File: config.mk
export PLATFORM = sky130hd
export DESIGN_NAME = utmi_tx_packetizer_flat
export DESIGN_NICKNAME = d
export VERILOG_FILES = /design/src/rtl/utmi_tx_packetizer_pkg.sv /design/src/rtl/utmi_tx_packetizer_if.sv /design/src/rtl/utmi_tx_packetizer_hold_fifo.sv /design/src/rtl/utmi_tx_packetizer.sv /design/src/flat_wrapper.sv
export SDC_FILE = /design/constraint.sdc
export NUM_CORES = 1
export LEC_CHECK = 0
export ABC_CLOCK_PERIOD_IN_PS = 7500
export BUFFER_PORTS_ARGS = -buffer_cell sky130_fd_sc_hd__buf_2
export CAP_MARGIN = 0
export CORE_MARGIN = 4
export CORE_UTILIZATION = 59
export CTS_CLUSTER_DIAMETER = 60
export DETAILED_ROUTE_END_ITERATION = 10
export PLACE_DENSITY = 0.8
export SLEW_MARGIN = 20
export SYNTH_ARGS = -nofsm -noshare
export SYNTH_HDL_FRONTEND = slang
export SYNTH_HIERARCHICAL = 1
export SYNTH_SLANG_ARGS = --single-unit
File: constraint.sdc
create_clock -name clk -period 7.5 [get_ports clk]
set_input_delay 1.5 -clock clk [delete_from_list [all_inputs] [get_ports clk]]
set_output_delay 1.5 -clock clk [all_outputs]
set_load 0.02 [all_outputs]
File: src/rtl/utmi_tx_packetizer_pkg.sv
// Shared types, PID/CRC constants and the CRC16 byte step for the UTMI TX engine.
package utmi_pkg;

  typedef enum logic [2:0] {
    S_IDLE,
    S_SYNC,
    S_PID,
    S_DATA,
    S_CRC_LO,
    S_CRC_HI,
    S_EOP
  } tx_state_e;

  localparam logic [3:0] PID_OUT   = 4'h1;
  localparam logic [3:0] PID_IN    = 4'h9;
  localparam logic [3:0] PID_SOF   = 4'h5;
  localparam logic [3:0] PID_SETUP = 4'hD;
  localparam logic [3:0] PID_DATA0 = 4'h3;
  localparam logic [3:0] PID_DATA1 = 4'hB;
  localparam logic [3:0] PID_ACK   = 4'h2;
  localparam logic [3:0] PID_NAK   = 4'hA;
  localparam logic [3:0] PID_STALL = 4'hE;

  localparam logic [15:0] CRC16_POLY = 16'hA001;
  localparam logic [15:0] CRC16_INIT = 16'hFFFF;

  // One serializer byte slot: what is on the wire plus the payload last tag.
  typedef struct packed {
    logic [7:0] data;
    logic       eop;
    logic       abort;
    logic       last;
  } slot_t;

  function automatic slot_t mk_slot(input logic [7:0] data, input logic eop,
                                    input logic abort, input logic last);
    slot_t s;
    s.data  = data;
    s.eop   = eop;
    s.abort = abort;
    s.last  = last;
    return s;
  endfunction

  function automatic logic is_data_pid(input logic [3:0] pid);
    return pid[1:0] == 2'b11;
  endfunction

  // Reflected CRC16 step, data consumed LSB first.
  function automatic logic [15:0] crc16_byte(input logic [15:0] crc, input logic [7:0] data);
    logic [15:0] c;
    c = crc;
    for (int unsigned i = 0; i < 8; i++) begin
      if (c[0] ^ data[i]) c = (c >> 1) ^ CRC16_POLY;
      else                c = c >> 1;
    end
    return c;
  endfunction

endpackage

File: src/rtl/utmi_tx_packetizer_if.sv
// Link-side command/payload handshakes and serializer-side byte handshake.
interface utmi_tx_packetizer_if;
  logic       cmd_valid;
  logic       cmd_ready;
  logic [3:0] cmd_pid;
  logic       cmd_empty;
  logic [7:0] in_data;
  logic       in_valid;
  logic       in_last;
  logic       in_ready;
  logic [7:0] ser_data;
  logic       ser_valid;
  logic       ser_eop;
  logic       ser_abort;
  logic       ser_ready;

  modport master (
    output cmd_valid, cmd_pid, cmd_empty, in_data, in_valid, in_last, ser_ready,
    input  cmd_ready, in_ready, ser_data, ser_valid, ser_eop, ser_abort
  );

  modport slave (
    input  cmd_valid, cmd_pid, cmd_empty, in_data, in_valid, in_last, ser_ready,
    output cmd_ready, in_ready, ser_data, ser_valid, ser_eop, ser_abort
  );
endinterface

File: src/rtl/utmi_tx_packetizer_hold_fifo.sv
// Payload holding FIFO; push while full is accepted only alongside a pop.
module utmi_hold_fifo #(
  parameter int unsigned HOLD_DEPTH = 4,
  parameter int unsigned WIDTH      = 9
) (
  input  logic             clk,
  input  logic             reset,
  input  logic             push_i,
  input  logic [WIDTH-1:0] din_i,
  input  logic             pop_i,
  output logic [WIDTH-1:0] dout_o,
  output logic             empty_o,
  output logic             full_o
);
  localparam int unsigned AW = $clog2(HOLD_DEPTH);

  logic [WIDTH-1:0] mem_q [HOLD_DEPTH];
  logic [AW:0]      wr_q, rd_q;
  logic             do_push, do_pop;

  assign empty_o = (wr_q == rd_q);
  assign full_o  = (wr_q[AW] != rd_q[AW]) && (wr_q[AW-1:0] == rd_q[AW-1:0]);
  assign do_pop  = pop_i && !empty_o;
  assign do_push = push_i && (!full_o || do_pop);
  assign dout_o  = mem_q[rd_q[AW-1:0]];

  always_ff @(posedge clk) begin
    if (reset) begin
      wr_q <= '0;
      rd_q <= '0;
    end else begin
      if (do_push) wr_q <= wr_q + 1'b1;
      if (do_pop)  rd_q <= rd_q + 1'b1;
    end
  end

  always_ff @(posedge clk) begin
    if (do_push) mem_q[wr_q[AW-1:0]] <= din_i;
  end
endmodule

File: src/rtl/utmi_tx_packetizer.sv
// UTMI TX packet engine: SYNC, PID, buffered payload, optional CRC16, EOP,
// with bounded data wait, underrun abort and back-to-back packets.
module utmi_tx_packetizer
  import utmi_pkg::*;
#(
  parameter int unsigned HOLD_DEPTH = 4,
  parameter logic [7:0]  SYNC_BYTE  = 8'h80,
  parameter int unsigned MAX_WAIT   = 16,
  parameter bit          CRC_EN     = 1'b1
) (
  input  logic                  clk,
  input  logic                  reset,
  utmi_tx_packetizer_if.slave   bus,
  output logic                  busy,
  output logic                  underrun
);
  localparam int unsigned WW = (MAX_WAIT > 1) ? $clog2(MAX_WAIT) : 1;
  localparam logic [WW-1:0] WAIT_LAST = WW'(MAX_WAIT - 1);

  tx_state_e   state_q, state_d;
  logic [3:0]  pid_q, pid_d;
  logic        empty_q, empty_d;
  logic [15:0] crc_q, crc_d;
  logic [WW-1:0] wait_q, wait_d;
  logic        drop_q, drop_d;
  slot_t       slot_q, slot_d;
  logic        valid_q, valid_d;
  logic        underrun_q, underrun_d;

  logic        fifo_push, fifo_pop, fifo_empty, fifo_full;
  logic [8:0]  fifo_dout;
  logic        hs, data_pkt, abort_now;
  slot_t       head_slot;

  assign hs        = valid_q && bus.ser_ready;
  assign data_pkt  = CRC_EN && is_data_pid(pid_q);
  assign head_slot = mk_slot(fifo_dout[7:0], 1'b0, 1'b0, fifo_dout[8]);
  assign fifo_push = bus.in_valid && !drop_q && !abort_now;

  utmi_hold_fifo #(.HOLD_DEPTH(HOLD_DEPTH), .WIDTH(9)) u_fifo (
    .clk     (clk),
    .reset   (reset),
    .push_i  (fifo_push),
    .din_i   ({bus.in_last, bus.in_data}),
    .pop_i   (fifo_pop),
    .dout_o  (fifo_dout),
    .empty_o (fifo_empty),
    .full_o  (fifo_full)
  );

  always_comb begin
    state_d    = state_q;
    pid_d      = pid_q;
    empty_d    = empty_q;
    crc_d      = crc_q;
    wait_d     = wait_q;
    drop_d     = drop_q;
    slot_d     = slot_q;
    valid_d    = valid_q;
    underrun_d = 1'b0;
    fifo_pop   = 1'b0;
    abort_now  = 1'b0;

    case (state_q)
      S_IDLE: begin
        if (bus.cmd_valid) begin
          pid_d   = bus.cmd_pid;
          empty_d = bus.cmd_empty;
          state_d = S_SYNC;
          slot_d  = mk_slot(SYNC_BYTE, 1'b0, 1'b0, 1'b0);
          valid_d = 1'b1;
        end
      end
      S_SYNC: begin
        if (hs) begin
          state_d = S_PID;
          slot_d  = mk_slot({~pid_q, pid_q}, 1'b0, 1'b0, 1'b0);
        end
      end
      S_PID: begin
        if (hs) begin
          if (!empty_q) begin
            state_d = S_DATA;
            wait_d  = '0;
            valid_d = !fifo_empty;
            if (!fifo_empty) begin
              fifo_pop = 1'b1;
              slot_d   = head_slot;
            end
          end else if (data_pkt) begin
            state_d = S_CRC_LO;
            slot_d  = mk_slot(~crc_q[7:0], 1'b0, 1'b0, 1'b0);
          end else begin
            state_d = S_EOP;
            slot_d  = mk_slot(8'h00, 1'b1, 1'b0, 1'b0);
          end
        end
      end
      S_DATA: begin
        // The output slot doubles as the FIFO head: a byte is popped when it
        // moves into the slot and enters the CRC when the serializer takes it.
        if (hs) begin
          crc_d  = crc16_byte(crc_q, slot_q.data);
          wait_d = '0;
          if (slot_q.last) begin
            if (data_pkt) begin
              state_d = S_CRC_LO;
              slot_d  = mk_slot(~crc_d[7:0], 1'b0, 1'b0, 1'b0);
            end else begin
              state_d = S_EOP;
              slot_d  = mk_slot(8'h00, 1'b1, 1'b0, 1'b0);
            end
          end else if (!fifo_empty) begin
            fifo_pop = 1'b1;
            slot_d   = head_slot;
          end else begin
            valid_d = 1'b0;
          end
        end else if (!valid_q) begin
          if (!fifo_empty) begin
            fifo_pop = 1'b1;
            slot_d   = head_slot;
            valid_d  = 1'b1;
            wait_d   = '0;
          end else if (wait_q == WAIT_LAST) begin
            abort_now  = 1'b1;
            underrun_d = 1'b1;
            state_d    = S_EOP;
            slot_d     = mk_slot(8'h00, 1'b1, 1'b1, 1'b0);
            valid_d    = 1'b1;
          end else begin
            wait_d = wait_q + 1'b1;
          end
        end
      end
      S_CRC_LO: begin
        if (hs) begin
          state_d = S_CRC_HI;
          slot_d  = mk_slot(~crc_q[15:8], 1'b0, 1'b0, 1'b0);
        end
      end
      S_CRC_HI: begin
        if (hs) begin
          state_d = S_EOP;
          slot_d  = mk_slot(8'h00, 1'b1, 1'b0, 1'b0);
        end
      end
      S_EOP: begin
        if (hs) begin
          state_d = S_IDLE;
          slot_d  = '0;
          valid_d = 1'b0;
          crc_d   = CRC16_INIT;
        end
      end
      default: state_d = S_IDLE;
    endcase

    // Late bytes of an aborted packet are swallowed up to and including its last.
    if (abort_now)                                  drop_d = !(bus.in_valid && bus.in_last);
    else if (drop_q && bus.in_valid && bus.in_last) drop_d = 1'b0;
  end

  always_ff @(posedge clk) begin
    if (reset) begin
      state_q    <= S_IDLE;
      pid_q      <= '0;
      empty_q    <= 1'b0;
      crc_q      <= CRC16_INIT;
      wait_q     <= '0;
      drop_q     <= 1'b0;
      slot_q     <= '0;
      valid_q    <= 1'b0;
      underrun_q <= 1'b0;
    end else begin
      state_q    <= state_d;
      pid_q      <= pid_d;
      empty_q    <= empty_d;
      crc_q      <= crc_d;
      wait_q     <= wait_d;
      drop_q     <= drop_d;
      slot_q     <= slot_d;
      valid_q    <= valid_d;
      underrun_q <= underrun_d;
    end
  end

  assign bus.cmd_ready = (state_q == S_IDLE);
  assign bus.in_ready  = !fifo_full;
  assign bus.ser_data  = slot_q.data;
  assign bus.ser_valid = valid_q;
  assign bus.ser_eop   = slot_q.eop;
  assign bus.ser_abort = slot_q.abort;
  assign busy          = (state_q != S_IDLE);
  assign underrun      = underrun_q;
endmodule
File: src/flat_wrapper.sv
// flat-port wrapper written by rule: the top's interface ports become plain ports
module utmi_tx_packetizer_flat import utmi_pkg::*;
#(
  parameter int unsigned HOLD_DEPTH = 4,
  parameter logic [7:0]  SYNC_BYTE  = 8'h80,
  parameter int unsigned MAX_WAIT   = 16,
  parameter bit          CRC_EN     = 1'b1
)
  (clk, reset, busy, underrun, bus_cmd_valid, bus_cmd_pid, bus_cmd_empty, bus_in_data, bus_in_valid, bus_in_last, bus_ser_ready, bus_cmd_ready, bus_in_ready, bus_ser_data, bus_ser_valid, bus_ser_eop, bus_ser_abort);
  utmi_tx_packetizer_if bus_i ();
  input  logic clk;
  input  logic reset;
  output logic busy;
  output logic underrun;
  input wire logic [$bits(bus_i.cmd_valid)-1:0] bus_cmd_valid;
  input wire logic [$bits(bus_i.cmd_pid)-1:0] bus_cmd_pid;
  input wire logic [$bits(bus_i.cmd_empty)-1:0] bus_cmd_empty;
  input wire logic [$bits(bus_i.in_data)-1:0] bus_in_data;
  input wire logic [$bits(bus_i.in_valid)-1:0] bus_in_valid;
  input wire logic [$bits(bus_i.in_last)-1:0] bus_in_last;
  input wire logic [$bits(bus_i.ser_ready)-1:0] bus_ser_ready;
  output wire logic [$bits(bus_i.cmd_ready)-1:0] bus_cmd_ready;
  output wire logic [$bits(bus_i.in_ready)-1:0] bus_in_ready;
  output wire logic [$bits(bus_i.ser_data)-1:0] bus_ser_data;
  output wire logic [$bits(bus_i.ser_valid)-1:0] bus_ser_valid;
  output wire logic [$bits(bus_i.ser_eop)-1:0] bus_ser_eop;
  output wire logic [$bits(bus_i.ser_abort)-1:0] bus_ser_abort;
  assign bus_i.cmd_valid = bus_cmd_valid;
  assign bus_i.cmd_pid = bus_cmd_pid;
  assign bus_i.cmd_empty = bus_cmd_empty;
  assign bus_i.in_data = bus_in_data;
  assign bus_i.in_valid = bus_in_valid;
  assign bus_i.in_last = bus_in_last;
  assign bus_i.ser_ready = bus_ser_ready;
  assign bus_cmd_ready = bus_i.cmd_ready;
  assign bus_in_ready = bus_i.in_ready;
  assign bus_ser_data = bus_i.ser_data;
  assign bus_ser_valid = bus_i.ser_valid;
  assign bus_ser_eop = bus_i.ser_eop;
  assign bus_ser_abort = bus_i.ser_abort;
  utmi_tx_packetizer #(.HOLD_DEPTH(HOLD_DEPTH), .SYNC_BYTE(SYNC_BYTE), .MAX_WAIT(MAX_WAIT), .CRC_EN(CRC_EN)) u_core (.clk(clk), .reset(reset), .bus(bus_i), .busy(busy), .underrun(underrun));
endmodule
==> reports/metrics.csv, run 1 <==
stage,metric,value,unit
run_status,status,"finished, final reports clean",
timing,Max-slew headroom,33.58,%
power_and_ir_drop,overall power,1391,uW
global_routing,largest net degree at the start of global routing,45,
yosys,sequential element share of the synthesized area,47.13,%
job,MaxCap Viol Count,0,
routing,drt initial violations,270,
yosys,Yosys reg bits,86,
power_and_ir_drop,maximum VDD drop,164.7,uV
finish,antenna diode count,0,
clocking,cts repair resizes,0,
clocking,maximum clock insertion buffer count,2,
clocking,Post-CTS Setup Bufs,0,
setup_path,Worst Setup Start Kind,register,
finish,Final #Nets,470,
routing,Via density,6.024,
timing,final-report max-slew violation count,0,
floorplan,Core Region,0.007253,mm2
yosys,yosys warns,6,
floorplan,Initial Util,60.91,%
floorplan,die area,0.008937,mm2
setup_path,Crit Path Max Fanout,30,
timing,FMAX,0.2930,GHz
routing,via count,3307,
routing,Routed WL,9.345,mm
setup_path,Worst EP required,7510,ps
setup_path,Worst Path Arrival,3420,ps
yosys,cells after synthesis,431,
timing,# setup viols final,0,
power_and_ir_drop,Leak,0.001641,uW
timing,RSZ-0062 raised after global routing,no,
placement,GP Congestion,0.9519,
finish,area grow syn2layout,7.222,%
clocking,clock sinks,86,
yosys,Yosys top cell by area,edfxtp_1,
yosys,share of the synthesized area in the top cell type,24.47,%
yosys,Post-synth EDFFs,36,
finish,layout cell share with drive strength beyond 1,16.89,%
setup_path,"Worst Path Class, Setup",register to register,
clocking,CTS Hold Bufs,0,
yosys,post-synth cell types,65,
hold_path,Hold Crit Class,register to register,
timing,"Hold Vio Cnt, Final",0,
floorplan,die height,94.54,um
yosys,async set or reset register ratio after synthesis,0,%
yosys,Post-Syn Area,0.004418,mm2
yosys,Post-Syn Area per Cell,10.25,um2
timing,minimum clock period,3413,ps
global_routing,met1 usage,29.69,%
global_routing,antenna violations before repair,0,
yosys,dominant synthesized flop cell,dfxtp_1,
placement,PortBufs,33,
yosys,syn nets,456,
timing,setup TNS,0,ps
routing,routed len/inst,17.02,um
floorplan,Rows,31,
global_routing,met3 Use GR,3.904,%
clocking,clock latency at the later pin of the worst-skew pair,370,ps
finish,"most common cell after layout, fill and taps aside",dfxtp_1,
clocking,H-tree levels,3,
floorplan,IO Pins,34,
yosys,Area contributors post-synth,"edfxtp_1, dfxtp_1, mux4_2, nand2_1, xnor2_1",
clocking,TritonCTS Buffers,9,
floorplan,Die X,94.54,um
routing,Routed Antenna Nets,0,
global_routing,GRT Util Overall,22.47,%
global_routing,GR peak layer,met2,
power_and_ir_drop,Pwr per Cell Area,293.7,mW/mm2
global_routing,vias in the first global route,3068,
routing,DRC,0,
placement,dpl hpwl,6.509,mm
timing,Clock Skews,12.80,ps
finish,most frequent cells in the layout,"dfxtp_1, nand2_1, nor2_1",
clocking,CTS tree,done,
setup_path,Critical Path Sink Type,register,
timing,Final Cycle Share,45.50,%
global_routing,routing usage on met2,36.35,%
global_routing,first-pass GRT wire length,15.36,mm
clocking,register clock-pin slew on the reported worst setup and hold paths,90,ps
global_routing,total grt overflow,0,
routing,Pre-Repair DR Iteration Count,5,
timing,worst slew pin tran,993.6,ps
clocking,Root Buffer,clkbuf_8,
[sequential cells by signal (all words and copies together) (netlist names), named ones only]
signal                flops
u_core/underrun           1
u_core/bus.ser_abort      1
u_core/bus.ser_valid      1
u_core/state_q            3
u_core/slot_q             1
u_core/bus.ser_eop        1
u_core/u_fifo/wr_q        3
u_core/empty_q            1
u_core/u_fifo/mem_q      36
u_core/crc_q             16
u_core/drop_q             1
u_core/u_fifo/rd_q        3
u_core/pid_q              4
u_core/wait_q             4
u_core/bus.ser_data       8
[critical path, cell delays in order, from the launching register on]
cell and delay, ps:
dfxtp_1 940, nand3b_1 580, o21ai_0 340, a21oi_1 110
nor2_1 200, inv_1 130, a41oi_2 270, and2_1 490
[synthesized netlist by cell type, types with 9 or more instances]
library cell / number
nor3_1: 16
a21oi_1: 26
mux4_2: 9
inv_1: 11
clkbuf_1: 17
edfxtp_1: 36
a211oi_1: 10
dfxtp_1: 50
o21ai_0: 14
nor2_1: 37
nand2_1: 41
nand3_1: 9
o22ai_1: 18
xnor2_1: 17
[path summary, 6_finish.rpt]
path	endpoint	depth (start not counted)	slack [ps]	start
worst max-delay path	u_core/u_fifo/mem_q[0][8]	7	4090	u_core/state_q[0]
worst min-delay path	u_core/bus.ser_data[0]	2	520	u_core/bus.ser_data[0]
worst max register to register	u_core/u_fifo/mem_q[0][8]	7	4090	u_core/state_q[0]
worst min register to register	u_core/bus.ser_data[0]	2	520	u_core/bus.ser_data[0]
[per-stage QoR]
stage               utilization [%]  cells  hold WS, ps  cell area (um2)  setup WS, ps
finish                        65.31    549        519.3             4737          4087
global route                  65.31    549        544.8             4737          3784
CTS                           65.31    549        519.5             4737          4147
detailed placement            62.76    533        504.7             4552          4079
global placement              62.76    533        495.3             4552          4179
floorplan                         -    431        450.0             4418          4545
[cell type report]
class	instances	area, um2
tap	99	123.9
clock buffer	9	123.9
multi-input combinational	299	2106
sequential	86	2082
inverter	12	45.04
clock inverter	7	61.31
timing repair buffer	37	195.2
fill	612	2516
[cell families (layout without fill, tap and decap cells)]
| kind of cell | count (synthesis) | count (layout) | share of synthesized area (%) |
|---|---|---|---|
| compound gates | 105 | 105 | 17.13 |
| fa+ha+maj | 6 | 6 | 1.699 |
| xor+xnor | 26 | 26 | 6.004 |
| mux | 17 | 17 | 6.598 |
| buf+inv | 46 | 65 | 5.211 |
| simple gates | 145 | 145 | 16.23 |
| flops | 86 | 86 | 47.13 |
[metal layers]
metal  vias up  share of wire [%]
met3        21                6.5
li1       1608                  -
met2       122                 48
met4         0                2.6
met1      1556                 42
met5         -                  0
[power by group]
part           leakage (uW)  internal (uW)  switching [uW]
sequential         0.000737            531            59.5
clock             0.0000945            128             186
combinational      0.000810            204             283
Power figures use the tool's default switching activity.
==> run 2: changes to the inputs <==
ABC_AREA = 1   (was not set)
ABC_CLOCK_PERIOD_IN_PS = 3550   (was 7500)
clock period = 3.55 ns   (was 7.5 ns; I/O delays follow)
==> reports/metrics.csv, run 2 <==
stage,metric,value,unit,change
run_status,status,"finished, final reports clean",,
finish,fill count,666,,+8.8%
clocking,cts repair resizes,0,,unchanged
timing,RSZ-0062 raised after global routing,no,,
yosys,dominant synthesized flop cell,dfxtp_1,,
floorplan,Core Region,0.007292,mm2,+0.53%
clocking,register clock-pin slew on the reported worst setup and hold paths,90,ps,about the same
finish,footprint of the multi-input gates,0.001966,mm2,-6.7%
timing,"Hold Vio Cnt, Final",0,,unchanged
yosys,compound-gate portion of the synthesized area,18.92,%,+1.8 points
routing,Routed WL,10.69,mm,+14%
floorplan,die height,94.67,um,+0.14%
setup_path,Reg2Reg Setup Slack,570,ps,-3520 ps
yosys,Post-Syn Area per Cell,8.162,um2,-20%
yosys,post-synthesis simple-gate area fraction,20.86,%,+4.6 points
yosys,proportion of synthesized area in mux cells,0,%,-6.6 points
yosys,sequential element share of the synthesized area,46.98,%,-0.15 points
job,MaxCap Viol Count,0,,unchanged
clocking,H-tree levels,3,,unchanged
yosys,syn nets,568,,+25%
floorplan,Rows,31,,unchanged
routing,Via density,5.696,,-5.4%
routing,routed len/inst,15.86,um,-6.8%
yosys,adder-cell share of the synthesized area,1.694,%,-0.0053 points
finish,most frequent cells in the layout,"nand2_1, nor2_1, inv_1",,
timing,Clock Skews,9.367,ps,-3.437 ps
setup_path,Reg2Reg Depth,12,,+5
routing,Routed Antenna Nets,0,,unchanged
global_routing,vias in the first global route,3642,,+19%
finish,"Core Util, Final",65.72,%,+0.41 points
timing,setup TNS,0,ps,unchanged
clocking,CTS Hold Bufs,0,,unchanged
hold_path,Hold Crit Class,register to register,,
floorplan,IO Pins,34,,unchanged
clocking,TritonCTS Buffers,9,,unchanged
setup_path,"Worst Path Class, Setup",register to register,,
clocking,CTS tree,done,,
setup_path,crit path from,u_core/u_fifo/wr_q[2],,
routing,via count,3839,,+16%
finish,area occupied by registers,0.002082,mm2,unchanged
yosys,Post-Syn Area,0.004432,mm2,+0.31%
yosys,share of the synthesized area in the top cell type,24.39,%,-0.076 points
global_routing,total grt overflow,0,,unchanged
clocking,clock sinks,86,,unchanged
routing,drt initial violations,327,,+21%
setup_path,RR Startpoint,u_core/u_fifo/wr_q[2],,
setup_path,Worst Path Arrival,2980,ps,-440 ps
timing,minimum clock period,2981,ps,-431.3 ps
setup_path,CP Capture Point,u_core/u_fifo/mem_q[2][0],,
timing,final hold slack,464.0,ps,-55.31 ps
yosys,async set or reset register ratio after synthesis,0,%,unchanged
global_routing,first-pass GRT wire length,17.60,mm,+15%
finish,antenna diode count,0,,unchanged
yosys,post-synth cell types,48,,-26%
placement,PortBufs,33,,unchanged
yosys,Post-synth EDFFs,36,,unchanged
finish,"most common cell after layout, fill and taps aside",nand2_1,,
finish,Final #Nets,595,,+27%
floorplan,die area,0.008962,mm2,+0.29%
timing,Final Cycle Share,83.98,%,+38 points
yosys,commonest cells in the netlist,"nand2_1, nor2_1, inv_1",,
clocking,maximum clock insertion buffer count,2,,unchanged
yosys,Yosys top cell by area,edfxtp_1,,
global_routing,largest net degree at the start of global routing,25,,-44%
yosys,main combinational cell family by area after synthesis,simple AND/OR/NAND/NOR gates,,
yosys,Area contributors post-synth,"edfxtp_1, dfxtp_1, nand2_1, o21ai_0, nor2_1",,
clocking,clock latency at the later pin of the worst-skew pair,370,ps,about the same
timing,worst slew pin tran,744.2,ps,-249.4 ps
timing,Max-slew headroom,50.20,%,+17 points
timing,FMAX,0.3354,GHz,+14%
setup_path,Worst Setup Start Kind,register,,
yosys,Post-Synth XOR/XNOR Area,2.880,%,-3.1 points
power_and_ir_drop,Pwr per Cell Area,597.1,mW/mm2,+100%
clocking,Root Buffer,clkbuf_8,,
finish,max reg flops,36,,unchanged
power_and_ir_drop,Leak,0.001960,uW,+19%
yosys,yosys warns,6,,unchanged
yosys,cells after synthesis,543,,+26%
clocking,Post-CTS Setup Bufs,0,,unchanged
finish,layout cell share with drive strength beyond 1,17.04,%,+0.15 points
global_routing,GRT Util Overall,25.80,%,+3.3 points
yosys,"count leader, synth",nand2_1,,
placement,dpl hpwl,7.857,mm,+21%
setup_path,Critical Path Sink Type,register,,
finish,area grow syn2layout,8.131,%,
global_routing,antenna violations before repair,0,,unchanged
setup_path,Crit Path Max Fanout,9,,-70%
power_and_ir_drop,maximum VDD drop,380.9,uV,+130%
floorplan,Initial Util,60.78,%,-0.14 points
timing,# setup viols final,0,,unchanged
placement,GP Congestion,0.9493,,-0.27%
routing,Pre-Repair DR Iteration Count,5,,unchanged
setup_path,Worst EP required,3550,ps,-3960 ps
setup_path,RR Endpoint,u_core/u_fifo/mem_q[2][0],,
timing,final-report max-slew violation count,0,,unchanged
yosys,Yosys reg bits,86,,unchanged
floorplan,Die X,94.67,um,+0.14%
routing,DRC,0,,unchanged
run 2: worst min path at each step:
stage                       startpoint            endpoint  cells past startpoint
finish              u_core/bus.ser_eop  u_core/bus.ser_eop                      2
global route        u_core/bus.ser_eop  u_core/bus.ser_eop                      2
CTS                 u_core/bus.ser_eop  u_core/bus.ser_eop                      2
detailed placement  u_core/bus.ser_eop  u_core/bus.ser_eop                      2
global placement    u_core/bus.ser_eop  u_core/bus.ser_eop                      2
floorplan              u_core/pid_q[2]     u_core/pid_q[2]                      2
run 2: critical path: stages (launching register included):
cell,delay (ps)
dfxtp_1,410
nand2_1,80
nand2_1,110
clkinv_1,110
nand3_2,100
inv_1,90
inv_1,180
nand2_1,100
o32ai_1,430
inv_1,120
nand4_2,150
nand2_2,130
nor2_1,600
run 2: through the flow:
stage | cell area (um2) | std cells | worst slack (ps) | total power, uW
finish | 4792 | 674 | 568.7 | 2862
global route | 4792 | 674 | 275.2 | 3041
CTS | 4792 | 674 | 614.1 | 2865
detailed placement | 4611 | 658 | 643.8 | 2214
global placement | 4611 | 658 | 780.8 | 2191
floorplan | 4432 | 543 | 1091 | 1999
run 2: logic make-up (layout without fill, tap and decap cells):
group | Yosys count | in the layout
simple gates | 206 | 206
compound gates | 144 | 144
buf+inv | 89 | 121
flops | 86 | 86
xor+xnor | 12 | 12
fa+ha+maj | 6 | 6
run 2: final cells by class:
cell class,count,area share (%)
Inverter,71,5.561
Timing Repair Buffer,34,3.603
Clock buffer,10,2.663
Clock inverter,6,1.123
Tap cell,99,2.585
Sequential cell,86,43.45
Multi-Input combinational cell,368,41.02
run 2: layer usage:
metal,GRT usage [%],wire length [um],vias up
li1,-,-,1888
met5,0,0,-
met2,42.34,5076,156
met1,33.11,4526,1772
met4,10.46,269,0
met3,5.578,816,23
run 2: where the power goes:
group | leakage [uW] | total [uW] | switching (uW) | internal [uW]
clock network | 0.0000894 | 644 | 378 | 267
logic | 0.00113 | 1020 | 701 | 315
registers | 0.000737 | 1200 | 76.9 | 1120
total | 0.00196 | 2860 | 1160 | 1710
